`config.mk`:
```
export PLATFORM = sky130hd
export DESIGN_NAME = ship_collision_ctrl
export DESIGN_NICKNAME = d
export VERILOG_FILES = /design/src/rtl/ship_collision_ctrl.sv
export SDC_FILE = /design/constraint.sdc
export NUM_CORES = 1
export LEC_CHECK = 0
export ABC_AREA = 1
export ABC_CLOCK_PERIOD_IN_PS = 2600
export BUFFER_PORTS_ARGS = -buffer_cell sky130_fd_sc_hd__buf_2
export CAP_MARGIN = 20
export CORE_ASPECT_RATIO = 0.8
export CORE_MARGIN = 5
export CORE_UTILIZATION = 50
export DETAILED_ROUTE_END_ITERATION = 16
export GPL_TIMING_DRIVEN = 0
export PLACE_DENSITY = 0.67
export SLEW_MARGIN = 10
export SYNTH_ARGS = -nofsm -noshare
export SYNTH_HDL_FRONTEND = slang
export SYNTH_SLANG_ARGS = --single-unit
```
`constraint.sdc`:
```
create_clock -name clk -period 2.6 [get_ports clk]
set_clock_uncertainty 0.1 [all_clocks]
set_input_delay 0.26 -clock clk [delete_from_list [all_inputs] [get_ports clk]]
set_output_delay 0.26 -clock clk [all_outputs]
set_load 0.1 [all_outputs]
```
`src/rtl/ship_collision_ctrl.sv`:
```
// Ship collision arbiter: per-frame overlap counting, hit decision at start of frame,
// ship life-cycle FSM. Optional macro SHIP_INVULN_BLINK_EN blinks the ship while invulnerable.
//
// state     | meaning
// ----------+-------------------------------------------------------------
// ALIVE     | ship in play, overlaps evaluated at each start_of_frame
// EXPLODING | hit taken, ship hidden for EXPLODE_FRAMES frames
// INVULN    | ship shown (or blinking), cannot be hit for INVULN_FRAMES frames
// GAME_OVER | no lives left, waiting for new_game

module ship_collision_ctrl #(
   parameter int unsigned LIVES          = 3,
   parameter int unsigned MIN_OVERLAP    = 2,
   parameter int unsigned EXPLODE_FRAMES = 60,
   parameter int unsigned INVULN_FRAMES  = 120
) (
   input  logic       clk,
   input  logic       reset,
   input  logic       start_of_frame,
   input  logic       ship_draw,
   input  logic       hazard_draw,
   input  logic       new_game,
   output logic       collision,
   output logic       ship_visible,
   output logic [3:0] lives,
   output logic       game_over,
   output logic [1:0] state
);

   typedef enum logic [1:0] {
      ALIVE     = 2'd0,
      EXPLODING = 2'd1,
      INVULN    = 2'd2,
      GAME_OVER = 2'd3
   } state_t;

   localparam logic [7:0] MIN_OVL_C  = 8'(MIN_OVERLAP);
   localparam logic [7:0] EXPL_LAST  = 8'(EXPLODE_FRAMES - 1);
   localparam logic [7:0] INVL_LAST  = 8'(INVULN_FRAMES - 1);
   localparam logic [3:0] LIVES_C    = 4'(LIVES);

   state_t     state_q, state_d;
   logic [3:0] lives_q, lives_d;
   logic [7:0] ovl_cnt_q, ovl_cnt_d;
   logic [7:0] frm_cnt_q, frm_cnt_d;
   logic       collision_q, collision_d;
   logic       ship_visible_q, ship_visible_d;
   logic       game_over_q, game_over_d;

   logic       overlap;
   logic       hit;

   assign overlap = ship_draw & hazard_draw;
   assign hit     = start_of_frame && (state_q == ALIVE) && (ovl_cnt_q >= MIN_OVL_C);

   // The start_of_frame pixel belongs to the new frame, so it seeds the counter.
   always_comb begin
      ovl_cnt_d = ovl_cnt_q;
      if (start_of_frame) begin
         ovl_cnt_d = overlap ? 8'd1 : 8'd0;
      end else if (overlap && (ovl_cnt_q != 8'hFF)) begin
         ovl_cnt_d = ovl_cnt_q + 8'd1;
      end
   end

   always_comb begin
      state_d     = state_q;
      lives_d     = lives_q;
      collision_d = 1'b0;
      case (state_q)
         ALIVE: begin
            if (hit) begin
               collision_d = 1'b1;
               if (lives_q > 4'd1) begin
                  lives_d = lives_q - 4'd1;
                  state_d = EXPLODING;
               end else begin
                  lives_d = 4'd0;
                  state_d = GAME_OVER;
               end
            end
         end
         EXPLODING: begin
            if (start_of_frame && (frm_cnt_q == EXPL_LAST)) begin
               state_d = INVULN;
            end
         end
         INVULN: begin
            if (start_of_frame && (frm_cnt_q == INVL_LAST)) begin
               state_d = ALIVE;
            end
         end
         GAME_OVER: begin
            if (new_game) begin
               lives_d = LIVES_C;
               state_d = INVULN;
            end
         end
         default: state_d = INVULN;
      endcase
   end

   always_comb begin
      frm_cnt_d = frm_cnt_q;
      if (state_d != state_q) begin
         frm_cnt_d = 8'd0;
      end else if (start_of_frame && ((state_q == EXPLODING) || (state_q == INVULN))) begin
         frm_cnt_d = frm_cnt_q + 8'd1;
      end
   end

   // Visibility is registered from next-state values so it changes with state.
   always_comb begin
      ship_visible_d = 1'b0;
      game_over_d    = (state_d == GAME_OVER);
      case (state_d)
         ALIVE:   ship_visible_d = 1'b1;
`ifdef SHIP_INVULN_BLINK_EN
         INVULN:  ship_visible_d = ~frm_cnt_d[2];
`else
         INVULN:  ship_visible_d = 1'b1;
`endif
         default: ship_visible_d = 1'b0;
      endcase
   end

   always_ff @(posedge clk or posedge reset) begin
      if (reset) begin
         state_q        <= INVULN;
         lives_q        <= LIVES_C;
         ovl_cnt_q      <= 8'd0;
         frm_cnt_q      <= 8'd0;
         collision_q    <= 1'b0;
         ship_visible_q <= 1'b1;
         game_over_q    <= 1'b0;
      end else begin
         state_q        <= state_d;
         lives_q        <= lives_d;
         ovl_cnt_q      <= ovl_cnt_d;
         frm_cnt_q      <= frm_cnt_d;
         collision_q    <= collision_d;
         ship_visible_q <= ship_visible_d;
         game_over_q    <= game_over_d;
      end
   end

   assign collision    = collision_q;
   assign ship_visible = ship_visible_q;
   assign lives        = lives_q;
   assign game_over    = game_over_q;
   assign state        = state_q;

endmodule

```
==> results.json <==
{
  "htreeDepth": 1,
  "total_power_mw": 1.750,
  "post_cts.resized_instances": 0,
  "rows": 18,
  "drtAntennaViolNets": 0,
  "fill_cells": 262,
  "hpwl_um": 2428,
  "edff_count_synth": 0,
  "antenna_found_initial": 0,
  "core_area_mm2": 0.003085,
  "critical_path.most_common_cell": "sky130_fd_sc_hd__nand2_2",
  "numPortBuffers": 14,
  "async_flop_share": 1.000,
  "synth_seq_area_share": 0.3916,
  "grt_max_degree": 26,
  "clock_tree.root_cell": "sky130_fd_sc_hd__clkbuf_8",
  "synth_area_per_cell_um2": 8.258,
  "maxSlewViolCount": 0,
  "vias": 1310,
  "timing.max_cap.violations": 0,
  "clockBufferDepth": 2,
  "critPathMaxFanout": 6,
  "first_global_vias": 1229,
  "yosys-mux-area-fraction": 0,
  "synth.ff_latch_count": 25,
  "ys.warnings.count": 0,
  "num_antenna_cells": 0,
  "power.density_mw_per_mm2": 971.5,
  "drc_errors": 0,
  "die_height_um": 60.76,
  "clock.fmax_mhz": 458.1,
  "timing_hold_violations_final": 0,
  "period_minus_slack_ps": 2183,
  "dp_cells": 249,
  "synth_cells": 195,
  "gpl.final_weighted_congestion": 0.8474,
  "regArea_um2": 630.6,
  "crit_path_cell_trace": "inv_1, ha_1, nand2_2, inv_2, nand2_2, nor3b_2, nand3_1, xor2_1, nor2_2",
  "grt.total_usage": 0.1543,
  "grt_first_pass_wirelength_um": 5326,
  "post_drt_wl_per_cell_um": 12.42,
  "clk_transition_reported_paths_ps": 90,
  "setup_viol": 0,
  "leakagePower_nw": 0.8613,
  "rsz0062_at_grt": "no",
  "grt_overflow": 0,
  "clock_insertion_delay_worst_skew_ps": 270,
  "start_kind": "flop",
  "synth_ff_type": "sky130_fd_sc_hd__dfrtp_1",
  "synthAdderAreaFrac": 0.07770,
  "worst-slew-pin-transition_ps": 488.8,
  "cp_slowest_cell": "sky130_fd_sc_hd__dfstp_2",
  "final-instance-count-excl-fill": 255,
  "cp_slowest_stage_delay_ps": 600,
  "syn-cell-area_mm2": 0.001610,
  "cts_buffers": 3,
  "max_slew_margin": 0.6764,
  "cts_tree": "built",
  "dominant_combinational_cell_family_by_area_after_synthesis": "simple AND/OR/NAND/NOR gates",
  "path_class_of_the_lowest_slack_min_delay_path": "in2reg",
  "drive_above_1_share": 0.2279,
  "first_iter_violations": 99,
  "layout_worst_path_cycle_share": 0.8397,
  "clock_sink_count": 25,
  "maximum_resistive_drop_on_vdd_mv": 0.7791,
  "cp.required_ps": 2660,
  "drtPass1Iterations": 4,
  "multiInputGateArea_um2": 867.1,
  "floorplan.die_area_mm2": 0.004463,
  "boundaryPins": 15,
  "area_share_of_and_or_nand_nor_cells_after_synthesis": 0.3147,
  "data_arrival_time_of_the_critical_path_ps": 2240,
  "detail_route.vias_per_cell": 5.137,
  "drt_wl_total_um": 3168,
  "status": "finished, final reports clean",
  "synth_compound_area_frac": 0.09713,
  "area_growth_syn_to_layout_pct": 11.89,
  "count_of_distinct_cell_types_in_the_synthesized_netlist": 27,
  "final_nets": 232,
  "critical_path_class": "reg2reg",
  "synth.net_count": 211,
  "critical_path_sink_type": "flop",
  "fp.dieW_um": 73.45,
  "yosys.area_share.xor_xnor": 0.04895,
  "initial_utilization": 0.5219,
  "fin_setup_tns_ps": 0
}
## area by class of cell
type / count / share of cell area
multi-input cells: 140 / 0.4812
flip-flops and latches: 25 / 0.3500
inverters: 30 / 0.06250
repair buffers: 16 / 0.05278
well taps: 40 / 0.02778
clock buffers: 3 / 0.02292
clock inverters: 1 / 0.002778
## layout by cell type, fill, tap and decap left out, drive strengths merged
cell type,Yosys,final
o211ai,1,1
nor2,25,25
nor3,7,7
nand4,4,4
inv,29,29
nand3,18,18
a31oi,1,1
a21oi,6,6
nor3b,1,1
o31ai,2,2
dfrtp,21,21
xor2,6,6
dfstp,4,4
clkbuf,0,3
dlygate4sd3,0,1
ha,10,10
o21bai,1,1
o21ai,15,15
buf,0,15
xnor2,3,3
nand2,40,40
clkinv,1,2
## cell usage after synthesis (3+ instances only)
master                     n  share of area
sky130_fd_sc_hd__nor2_1   15          0.035
sky130_fd_sc_hd__nor3_1    6          0.019
sky130_fd_sc_hd__nand3_2   3          0.019
sky130_fd_sc_hd__nand2_4   3          0.021
sky130_fd_sc_hd__xnor2_1   3          0.016
sky130_fd_sc_hd__o21ai_0  12          0.037
sky130_fd_sc_hd__dfstp_2   4          0.065
sky130_fd_sc_hd__ha_1     10          0.078
sky130_fd_sc_hd__nand3_1  13          0.040
sky130_fd_sc_hd__dfrtp_1  21           0.33
sky130_fd_sc_hd__xor2_1    6          0.033
sky130_fd_sc_hd__o21ai_1   3         0.0093
sky130_fd_sc_hd__nand2_1  34          0.079
sky130_fd_sc_hd__nand2_2   3          0.012
sky130_fd_sc_hd__nor2_2   10          0.039
sky130_fd_sc_hd__a21oi_1   6          0.019
sky130_fd_sc_hd__nand4_1   4          0.016
sky130_fd_sc_hd__inv_1    27          0.063
## state kept, by name (all words and copies together) (netlist names)
name,flops
game_over,1
lives,4
state,2
ovl_cnt_q,8
frm_cnt_q,8
ship_visible,1
collision,1
## final timing paths
path,from,to,slack [ps],cells after the start
max in group asynchronous,reset,state[1]$_DFF_PP1_,1460,4
worst max-delay path,state[1]$_DFF_PP1_,frm_cnt_q[7]$_DFFE_PP0P_,420,9
min in group asynchronous,reset,ovl_cnt_q[5]$_DFFE_PP0P_,410,3
worst min register to register,lives[0]$_DFFE_PP1P_,lives[0]$_DFFE_PP1P_,430,2
worst max register to register,state[1]$_DFF_PP1_,frm_cnt_q[7]$_DFFE_PP0P_,420,9
worst min-delay path,hazard_draw,ovl_cnt_q[0]$_DFFE_PP0P_,260,3
## metal layers
metal | up-vias | track usage | part of all wire
met1 | 612 | 0.1963 | 0.46
li1 | 670 | - | -
met5 | - | 0 | 0
met4 | 0 | 0.05168 | 0.012
met2 | 24 | 0.2551 | 0.48
met3 | 4 | 0.04305 | 0.043
## worst max-delay path: cells and delay by family, from the launching register on
family                   cells  cell delay, ps
XOR/XNOR                     1             200
adder cells (fa/ha/maj)      1             330
buffers and inverters        2             240
flip-flops                   1             600
AND/OR/NAND/NOR              5             600
## cells by family (layout without fill, tap and decap cells)
family,Yosys count,after routing
simple gates,95,95
compound gates,26,26
buf+inv,30,50
fa+ha+maj,10,10
xor+xnor,9,9
flops,25,25
## per-stage QoR
stage	cell area (µm²)	worst slack (ps)	util	hold WS (ps)
6_report	1802	416.8	0.5839	258.3
5_1_grt	1802	279.6	0.5839	281.9
4_1_cts	1777	418.6	0.5758	134.3
3_5_place_dp	1730	456.5	0.5608	413.9
3_3_place_gp	1730	512.7	0.5608	407.1
2_1_floorplan	1610	77.70	-	184.4
## where the power goes
| part | total [mW] | internal [mW] | switching, mW |
|---|---|---|---|
| Combinational | 0.974 | 0.220 | 0.754 |
| Sequential | 0.545 | 0.475 | 0.0705 |
| Clock | 0.231 | 0.107 | 0.124 |
## timing repair
| action | CTS | global route |
|---|---|---|
| setup buffers | 0 | 0 |
| hold endpoints to repair | 0 | 7 |
| hold buffers | 0 | 1 |
(Power assumes the default switching activity.)
